$ cat config.mk
export PLATFORM = sky130hd
export DESIGN_NAME = spike_weight_streamer
export DESIGN_NICKNAME = d
export VERILOG_FILES = /design/src/rtl/spike_weight_streamer.sv
export SDC_FILE = /design/constraint.sdc
export NUM_CORES = 1
export LEC_CHECK = 0
export ABC_AREA = 1
export CORE_ASPECT_RATIO = 0.75
export CORE_MARGIN = 5
export CORE_UTILIZATION = 48
export DETAILED_ROUTE_END_ITERATION = 10
export MAX_ROUTING_LAYER = met4
export PLACE_DENSITY = 0.85
export SLEW_MARGIN = 30
export SYNTH_ARGS = -nofsm -noshare
export SYNTH_HDL_FRONTEND = slang
export SYNTH_SLANG_ARGS = --single-unit
$ cat constraint.sdc
create_clock -name clk -period 2 [get_ports clk]
set_input_delay 0.3 -clock clk [delete_from_list [all_inputs] [get_ports clk]]
set_output_delay 0.3 -clock clk [all_outputs]
set_load 0.01 [all_outputs]
$ cat src/rtl/spike_weight_streamer.sv
// Walks a latched spike vector one input per cycle, reading the weight of every
// fired input and streaming it to a downstream accumulator with a fixed latency.
module spike_weight_streamer #(
  parameter int NIN    = 16,
  parameter int SYNWID = 8,
  parameter int AWID   = 4
) (
  input  logic              clk,
  input  logic              rst_n,
  input  logic              start_i,
  input  logic [NIN-1:0]    spikes_i,
  output logic              mem_en_o,
  output logic [AWID-1:0]   mem_addr_o,
  input  logic [SYNWID-1:0] mem_rdata_i,
  output logic              clr_o,
  output logic              valid_o,
  output logic [SYNWID-1:0] data_o,
  output logic              busy_o,
  output logic              done_o,
  output logic [AWID:0]     cnt_o
);

  typedef enum logic [2:0] {
    IDLE,
    CLEAR,
    SCAN,
    DRAIN,
    DONE
  } state_e;

  localparam logic [AWID-1:0] LAST_IDX = AWID'(NIN - 1);

  state_e            state_q;
  logic [NIN-1:0]    shadow_q;
  logic [AWID-1:0]   idx_q;
  logic [AWID-1:0]   idx_d;
  logic              mem_en_q;
  logic [AWID-1:0]   mem_addr_q;
  logic              clr_q;
  logic              valid_q;
  logic              busy_q;
  logic              done_q;
  logic [AWID:0]     cnt_q;

  assign idx_d = idx_q + AWID'(1);

  // The read request for index k is registered one cycle ahead, so the
  // memory strobe lines up with the SCAN cycle that owns index k.
  always_ff @(posedge clk or negedge rst_n) begin
    if (!rst_n) begin
      state_q    <= IDLE;
      shadow_q   <= '0;
      idx_q      <= '0;
      mem_en_q   <= 1'b0;
      mem_addr_q <= '0;
      clr_q      <= 1'b0;
      valid_q    <= 1'b0;
      busy_q     <= 1'b0;
      done_q     <= 1'b0;
      cnt_q      <= '0;
    end else begin
      valid_q <= mem_en_q;
      if (valid_q) begin
        cnt_q <= cnt_q + (AWID+1)'(1);
      end
      case (state_q)
        IDLE: begin
          if (start_i) begin
            shadow_q <= spikes_i;
            cnt_q    <= '0;
            clr_q    <= 1'b1;
            busy_q   <= 1'b1;
            state_q  <= CLEAR;
          end
        end
        CLEAR: begin
          clr_q      <= 1'b0;
          idx_q      <= '0;
          mem_en_q   <= shadow_q[0];
          mem_addr_q <= '0;
          state_q    <= SCAN;
        end
        SCAN: begin
          if (idx_q == LAST_IDX) begin
            mem_en_q   <= 1'b0;
            mem_addr_q <= '0;
            state_q    <= DRAIN;
          end else begin
            idx_q      <= idx_d;
            mem_en_q   <= shadow_q[idx_d];
            mem_addr_q <= shadow_q[idx_d] ? idx_d : '0;
          end
        end
        DRAIN: begin
          done_q  <= 1'b1;
          state_q <= DONE;
        end
        DONE: begin
          done_q  <= 1'b0;
          busy_q  <= 1'b0;
          state_q <= IDLE;
        end
        default: begin
          state_q <= IDLE;
        end
      endcase
    end
  end

  assign mem_en_o   = mem_en_q;
  assign mem_addr_o = mem_addr_q;
  assign clr_o      = clr_q;
  assign valid_o    = valid_q;
  assign data_o     = valid_q ? mem_rdata_i : '0;
  assign busy_o     = busy_q;
  assign done_o     = done_q;
  assign cnt_o      = cnt_q;

endmodule

==> results.json <==
{
  "status": "finished clean",
  "critical_path_class": "reg2out",
  "grt_pass1_wl_um": 6382,
  "crit_fanout": 15,
  "setup_tns_ns": 0,
  "cts_setup_buffers": 0,
  "cts.clk_slew.worst_paths_ns": 0.06,
  "track_usage_pct": 16.67,
  "pin_count": 49,
  "min-delay-path-class": "reg2reg",
  "initial_core_util_pct": 49.43,
  "cap_violations": 0,
  "final_common_cell": "nand2_1",
  "rows": 19,
  "yosysUniqueCellTypes": 25,
  "routed_wl_um": 3827,
  "yosys-top-cells-area": "dfrtp_1, nand2_1, inv_1, nand3_1, o21ai_1",
  "start_kind": "flip-flop",
  "worst_pin_slew_ns": 0.4567,
  "grt_pass1_vias": 1349,
  "die_y_um": 63.01,
  "mostFrequentLayoutCells": "nand2_1, clkdlybuf4s50_1, dfrtp_1",
  "cp-end-kind": "output port",
  "pre_cts_ws_ns": 0.2832,
  "regToRegSetupSlack_ns": 0.37,
  "cts_made_buffers": 5,
  "setup_viol": 0,
  "portBuffers": 48,
  "r2r.worst_path.cells": 8,
  "fin_crit_sh_pct": 87.32,
  "die_x_um": 80.67,
  "num_antenna_cells": 0,
  "hold_ws_ns": 0.4159,
  "clk_path_buf_depth": 2,
  "synth_nets": 251,
  "slew_headroom_pct": 69.55,
  "rr_startpoint": "idx_q[1]",
  "cts_tree": "yes",
  "fin_util_pct": 65.77,
  "cts_max_level": 2,
  "core_area_um2": 3637,
  "grt_overflow": 0,
  "r2r_end": "mem_addr_o[1]",
  "synth_top_area_share_pct": 51.50,
  "fin_crit_ns": 1.746,
  "fmax_ghz": 0.5726,
  "yosys.area.top_type": "dfrtp_1",
  "grt_max_degree": 38,
  "slowest_stage": "clkdlybuf4s50_1",
  "vias_per_cell": 4.686,
  "drive_gt1_share_pct": 7.692,
  "min_to": "valid_o",
  "p_leak_nw": 1.198,
  "cts_root_buf": "clkbuf_8",
  "power_density_nw_per_um2": 1362,
  "dieArea_um2": 5083,
  "hold_path_depth": 0,
  "synth_seq_area_share_pct": 51.50,
  "place_hpwl_um": 2887,
  "finalHoldViolations": 0,
  "critical_path_arrival_ns": 1.45,
  "slowest_delay_ns": 0.53,
  "ir_drop_uv": 882.9,
  "final_cell_area_um2": 2392,
  "drtIter0Drc": 77,
  "num_vias": 1523,
  "avgRoutedWirePerCell_um": 11.78,
  "gp_congestion": 0.7936,
  "critical_path.cell_chain": "nand2_1 > inv_1 > clkdlybuf4s50_1",
  "clkSinkCount": 37,
  "maxSlewViolCount": 0,
  "syn_area_um2": 1798,
  "cts_hold_repair.buffers": 0,
  "worstHoldStart": "mem_en_o",
  "post_cts_resized": 0,
  "syn_avg_cell_area_um2": 8.099,
  "ys_warn_count": 0,
  "dr.pass1.iters": 6,
  "synth_seq_cells": 37,
  "critPathLaunch": "valid_o",
  "ant_nets": 0,
  "area_growth_syn_to_layout_pct": 33.05,
  "num-fill-cells": 301,
  "clk_latency_ns": 0.28,
  "placedInstanceArea_um2": 2305,
  "fin_skew_ns": 0.003249,
  "synthCells": 222,
  "drc": 0,
  "cp_data_required_time_ns": 1.70,
  "rsz0062_at_grt": "no",
  "grt_antenna_before_repair": 0,
  "fin_nets": 302,
  "worst_slack_ns": 0.2537
}
## cell usage after synthesis
| cell type | count |
|---|---|
| ha_1 | 2 |
| nand2_1 | 64 |
| or2_2 | 1 |
| buf_6 | 4 |
| buf_2 | 1 |
| nand3_1 | 21 |
| xnor2_1 | 1 |
| o21ai_1 | 17 |
| dfrtp_1 | 37 |
| nor2_4 | 2 |
| nor3_1 | 5 |
| nand2_2 | 1 |
| nand2_4 | 1 |
| inv_4 | 1 |
| nand4_1 | 1 |
| o22ai_1 | 1 |
| a21oi_1 | 2 |
| nor2_2 | 1 |
| o21ai_0 | 5 |
| o31ai_1 | 1 |
| inv_1 | 35 |
| inv_2 | 5 |
| nor2_1 | 8 |
| clkbuf_1 | 1 |
| xor2_1 | 4 |
## area by class of cell
type	instances	area [µm²]	share of cell area (%)
tap	52	65.06	2.720
sequential	37	927.1	38.76
clock buffer	7	86.33	3.609
multi-input combinational	138	661.9	27.67
inverter	41	156.4	6.538
timing repair buffer	50	495.5	20.71
## per-layer routing
| metal | GRT usage (%) | wire [µm] | vias to the layer above |
|---|---|---|---|
| met5 | - | 0 | - |
| met4 | 5.063 | 57 | 0 |
| met3 | 4.323 | 204 | 8 |
| met2 | 23.45 | 1726 | 38 |
| met1 | 23.59 | 1839 | 688 |
| li1 | - | - | 789 |
## how the worst max path moves through the flow
stage	end	slack, ns	depth (start not counted)
after detailed placement	data_o[7]	0.28	4
final	data_o[1]	0.25	3
after floorplan	mem_en_o	0.60	8
after global placement	data_o[7]	0.31	4
after global routing	data_o[7]	0.16	3
after CTS	data_o[3]	0.12	3
## critical path, delay by kind of cell (launching register included)
kind                   cells  cell delay [ns]
DFF                        1             0.50
and+or+nand+nor            1             0.08
buffers and inverters      2             0.59
## sequential cells by signal, indices dropped and copies added (netlist names)
name / flops
done_o: 1
mem_addr_o: 4
state_q: 3
mem_en_o: 1
busy_o: 1
shadow_q: 16
idx_q: 4
valid_o: 1
clr_o: 1
cnt_o: 5
## where the power goes
| group | switching [mW] | internal, mW | leakage, nW |
|---|---|---|---|
| combinational | 0.862 | 0.644 | 0.687 |
| sequential | 0.197 | 1.05 | 0.467 |
| clock | 0.238 | 0.273 | 0.0443 |
| total | 1.30 | 1.96 | 1.20 |
## per-stage QoR
step / cells / total power, mW
3_3_place_gp: 318 / 2.702
5_1_grt: 325 / 3.535
4_1_cts: 325 / 3.278
3_5_place_dp: 318 / 2.754
2_1_floorplan: 222 / 2.242
6_report: 325 / 3.259
## logic make-up after synthesis
family	share of synthesized area, %
DFF	51.50
adders and majority gates	1.392
xor gates and xnor gates	2.436
buffers and inverters	11.69
and+or+nand+nor	25.54
AOI/OAI and AO/OA	7.446
Power figures use the tool's default switching activity.
